==> config.mk <==
export PLATFORM = sky130hd
export DESIGN_NAME = alu_mul_sequencer
export DESIGN_NICKNAME = d
export VERILOG_FILES = /design/src/rtl/alu_mul_sequencer.sv
export SDC_FILE = /design/constraint.sdc
export NUM_CORES = 1
export LEC_CHECK = 0
export BUFFER_PORTS_ARGS = -buffer_cell sky130_fd_sc_hd__buf_4
export CAP_MARGIN = 20
export CORE_MARGIN = 10
export CORE_UTILIZATION = 56
export DETAILED_ROUTE_END_ITERATION = 6
export GPL_ROUTABILITY_DRIVEN = 0
export GPL_TIMING_DRIVEN = 0
export PLACE_DENSITY = 0.95
export SLEW_MARGIN = 20
export SYNTH_ARGS = -nofsm -noshare
export SYNTH_HDL_FRONTEND = slang
export SYNTH_SLANG_ARGS = --single-unit
==> constraint.sdc <==
create_clock -name clk_in -period 4.8 [get_ports clk_in]
set_clock_uncertainty 0.05 [all_clocks]
set_input_delay 0.48 -clock clk_in [delete_from_list [all_inputs] [get_ports clk_in]]
set_output_delay 0.48 -clock clk_in [all_outputs]
set_load 0.005 [all_outputs]
==> src/rtl/alu_mul_sequencer.sv <==
// Shift-and-add multiplier sequencer that borrows the shared combinational ALU adder,
// one multiplier bit per cycle; returns the low XLEN bits of A*B.
module alu_mul_sequencer #(
  parameter int XLEN       = 64,
  parameter bit EARLY_TERM = 1'b1
) (
  input  logic            clk_in,
  input  logic            rstN_in,
  input  logic            reqValid_in,
  output logic            reqReady_out,
  input  logic [XLEN-1:0] multiplicand_in,
  input  logic [XLEN-1:0] multiplier_in,
  input  logic            abort_in,
  output logic            respValid_out,
  input  logic            respReady_in,
  output logic [XLEN-1:0] product_out,
  output logic            busy_out,
  output logic [XLEN-1:0] aluOperand1_out,
  output logic [XLEN-1:0] aluOperand2_out,
  output logic [2:0]      aluOpcode_out,
  input  logic [XLEN-1:0] aluResult_in
);
  localparam int          CW     = $clog2(XLEN);
  localparam logic [2:0]  OP_ADD = 3'b111;

  typedef enum logic [1:0] {S_IDLE, S_BUSY, S_DONE} state_t;

  state_t          state_q, state_d;
  logic [XLEN-1:0] acc_q, mcand_q, mplier_q, prod_q, acc_nxt;
  logic [CW-1:0]   count_q;
  logic            accept, last_step;

  assign accept    = (state_q == S_IDLE) && reqValid_in && !abort_in;
  assign acc_nxt   = mplier_q[0] ? aluResult_in : acc_q;
  // Finish when the bit budget is spent, or early once no multiplier bits remain.
  assign last_step = (count_q == CW'(XLEN-1)) ||
                     (EARLY_TERM && ((mplier_q >> 1) == '0));

  always_ff @(posedge clk_in or negedge rstN_in) begin
    if (!rstN_in) state_q <= S_IDLE;
    else          state_q <= state_d;
  end

  always_comb begin
    state_d = state_q;
    case (state_q)
      S_IDLE: if (accept) state_d = S_BUSY;
      S_BUSY: if (last_step) state_d = S_DONE;
      S_DONE: if (respReady_in) state_d = S_IDLE;
      default: state_d = S_IDLE;
    endcase
    if (abort_in) state_d = S_IDLE;
  end

  always_comb begin
    reqReady_out    = 1'b0;
    respValid_out   = 1'b0;
    busy_out        = 1'b0;
    aluOperand1_out = '0;
    aluOperand2_out = '0;
    aluOpcode_out   = OP_ADD;
    case (state_q)
      S_IDLE: reqReady_out = 1'b1;
      S_BUSY: begin
        busy_out        = 1'b1;
        aluOperand1_out = acc_q;
        aluOperand2_out = mcand_q;
      end
      S_DONE: respValid_out = 1'b1;
      default: ;
    endcase
  end

  always_ff @(posedge clk_in or negedge rstN_in) begin
    if (!rstN_in) begin
      acc_q    <= '0;
      mcand_q  <= '0;
      mplier_q <= '0;
      count_q  <= '0;
    end else if (abort_in) begin
      acc_q    <= '0;
      mcand_q  <= '0;
      mplier_q <= '0;
      count_q  <= '0;
    end else if (accept) begin
      acc_q    <= '0;
      mcand_q  <= multiplicand_in;
      mplier_q <= multiplier_in;
      count_q  <= '0;
    end else if (state_q == S_BUSY) begin
      acc_q    <= acc_nxt;
      mcand_q  <= mcand_q << 1;
      mplier_q <= mplier_q >> 1;
      count_q  <= count_q + 1'b1;
    end
  end

  // Separate result register so the product survives into IDLE, even past an abort.
  always_ff @(posedge clk_in or negedge rstN_in) begin
    if (!rstN_in)                                          prod_q <= '0;
    else if (state_q == S_BUSY && last_step && !abort_in)  prod_q <= acc_nxt;
  end

  assign product_out = prod_q;
endmodule

==> flow_metrics.env <==
export IMPL_port_buffers=391
export IMPL_final_setup_tns_ns=0
export IMPL_totalWireLength_mm=46.3
export IMPL_clkTransAtPathRegs_ns=0.06
export IMPL_p_sw_share_pct=26.7
export IMPL_p_int_mw=4.05
export IMPL_setup_viol=0
export IMPL_cts_resized=0
export IMPL_clk_insertion_delay_late_ns=0.54
export IMPL_drt_wirelength_per_cell_um=22.7
export IMPL_critical_path_peak_fanout=10
export IMPL_core_sq_um=22000
export IMPL_path_class="reg2out"
export IMPL_synth_warnings=0
export IMPL_min_period_ns=3.68
export IMPL_overflow=0
export IMPL_synth_area_leader_cell="dfrtp_1"
export IMPL_powerDensity_nw_per_um2=325
export IMPL_die_area_sq_um=29000
export IMPL_routed_via_count=12000
export IMPL_grtUsageTotal_pct=31.2
export IMPL_worst_endpoint_required_ns=4.27
export IMPL_syn_to_final_growth_pct=34.2
export IMPL_row_count=54
export IMPL_slew_headroom_pct=47.7
export IMPL_cts_sinks=264
export IMPL_fin_crit_sh_pct=76.8
export IMPL_via_per_inst=5.86
export IMPL_netlist_area_sq_um=12700
export IMPL_cts_made_buffers=28
export IMPL_cts_setup_buffers=0
export IMPL_ys_ff_latch=264
export IMPL_yosysTopAreaCellShare_pct=52.1
export IMPL_root_buffer="clkbuf_16"
export IMPL_layout_drive_gt1_share_pct=32.7
export IMPL_die_h_um=170
export IMPL_worstSetupEndpointType="output pin"
export IMPL_clkPwrFrac_pct=40.7
export IMPL_die_w_um=170
export IMPL_fmax_mhz=271
export IMPL_synth_seq_area_share_pct=52.1
export IMPL_syn_inst=1316
export IMPL_htreeDepth=1
export IMPL_postCtsHoldBufs=1
export IMPL_cp_arrival_ns=3.15
export IMPL_rsz0062_at_grt="false"
export IMPL_status="finished, final reports clean"
export IMPL_cap_violations=0
export IMPL_switchingPower_mw=1.47
export IMPL_first_pass_iters=6
export IMPL_drtIter0Drc=1209
export IMPL_grt_pass1_wl_mm=71.7
export IMPL_detail_route_antenna_nets=0
export IMPL_synth_commonest_cells="264 x dfrtp_1, 262 x nand2_1, 193 x a21oi_1"
export IMPL_worst_pin_slew_ns=0.784
export IMPL_hold_class="in2reg"
export IMPL_io_pins=395
export IMPL_synthMostInstantiatedCell="dfrtp_1"
export IMPL_synth_area_leaders="dfrtp_1 52%, nand2_1 7.8%, a21oi_1 7.6%"
export IMPL_fillers=1269
export IMPL_ys_types=30
export IMPL_ys_async_sr_fraction_pct=100
export IMPL_cts_tree="built"
export IMPL_start_util_pct=57.5
export IMPL_finalNetCount=1940
export IMPL_grt_max_degree=102
export IMPL_clk_path_buf_depth=3
export IMPL_drc=0
export IMPL_ir_drop_v=0.000327
export IMPL_synth_top_flop_cell="dfrtp_1"
export IMPL_p_comb_share_pct=14.9
export IMPL_p_leak_nw=8.20
export IMPL_avgSynthCellArea_sq_um=9.63
export IMPL_antenna_found_initial=1
export IMPL_total_power_mw=5.52
export IMPL_p_seq_share_pct=44.4
export IMPL_synth_edff_count=0
export IMPL_dpl_hpwl_mm=33.7
export IMPL_cp_start_kind="flop"
export IMPL_hold_viol_final=0
export IMPL_grt_pass1_vias=12700
export IMPL_slew_viol_final=0
==> cell type report <==
class	count	area [sq um]	share of cell area, %
well taps	280	350	2.06
clock inverters	5	78.8	0.464
repair buffers	394	3010	17.7
inverters	1	3.75	0.0221
diodes	1	2.50	0.0147
clock buffers	47	883	5.19
plain buffers	101	492	2.89
multi-input cells	952	5580	32.8
flip-flops and latches	264	6610	38.9
==> final timing paths <==
kind                                    startpoint                   to  slack, ns  cells after the start
worst max-delay path                    state_q[1]  aluOperand1_out[60]       1.12                      7
worst min-delay path            multiplicand_in[6]           mcand_q[6]       0.10                      3
worst max register to register          state_q[1]           count_q[4]       1.90                      8
worst min register to register      product_out[9]       product_out[9]       0.46                      1
max in group asynchronous                  rstN_in            acc_q[13]       3.38                      3
min in group asynchronous                  rstN_in         mplier_q[28]       0.44                      2
==> logic make-up after synthesis <==
family	count (synthesis)	synth area share [%]
and+or+nand+nor	491	17.7
AOI/OAI and AO/OA	325	13.0
DFF	264	52.1
muxes	128	12.8
buffers and inverters	102	3.91
xor gates and xnor gates	4	0.276
adders and majority gates	1	0.0987
other	1	0.0296
==> placed cells by master, fill, tap and decap left out, types with 2 or more instances in the layout <==
cell	n
buf_4	394
nand2b_1	3
conb_1	3
bufinv_16	2
xor2_1	3
nand2_1	262
buf_12	6
nor4_1	15
dfrtp_1	264
clkbuf_1	92
clkinv_2	2
a32o_1	2
mux2_2	79
clkbuf_8	9
buf_16	2
buf_1	8
o21ai_0	127
mux2_4	49
nand4_1	6
and2_1	129
nor2_1	70
a21oi_1	193
clkbuf_16	29
==> sequential cells by signal, indices dropped and copies added, names as in the netlist <==
signal / flops
count_q: 6
mcand_q: 64
state_q: 2
mplier_q: 64
product_out: 64
acc_q: 64
==> layer usage <==
layer / track usage, % / part of all wire (%)
met5: 0 / 0
met4: 14.1 / 4.7
met3: 8.63 / 11
met2: 54.0 / 49
met1: 35.3 / 36
==> worst max-delay path, stage by stage (launching register included) <==
cell	delay, ns
dfrtp_1	0.38
nand2b_1	0.21
inv_1	0.09
clkbuf_1	0.56
clkbuf_1	0.44
clkbuf_1	0.57
and2_1	0.25
buf_4	0.12
==> metrics by stage <==
stage                     cells  util (%)  cell area [sq um]  setup slack [ns]  hold slack, ns
final                      2045      77.2              17000              1.12           0.103
after CTS                  2044      77.2              17000              1.10          0.0850
after global placement     1989      72.5              16000              1.04           0.442
after detailed placement   1991      72.8              16000              1.68           0.425
after floorplan            1318         -              12700              2.56           0.134
after global routing       2045      77.2              17000             0.876          0.0951
==> power groups by stage <==
stage	Combinational (mW)	Clock [mW]	Sequential, mW
after global placement	0.761	0	2.47
after global routing	0.900	2.37	2.46
after CTS	0.814	2.26	2.44
after floorplan	0.419	0	2.45
final	0.822	2.25	2.45
after detailed placement	0.796	0	2.48
Power figures use the tool's default switching activity.
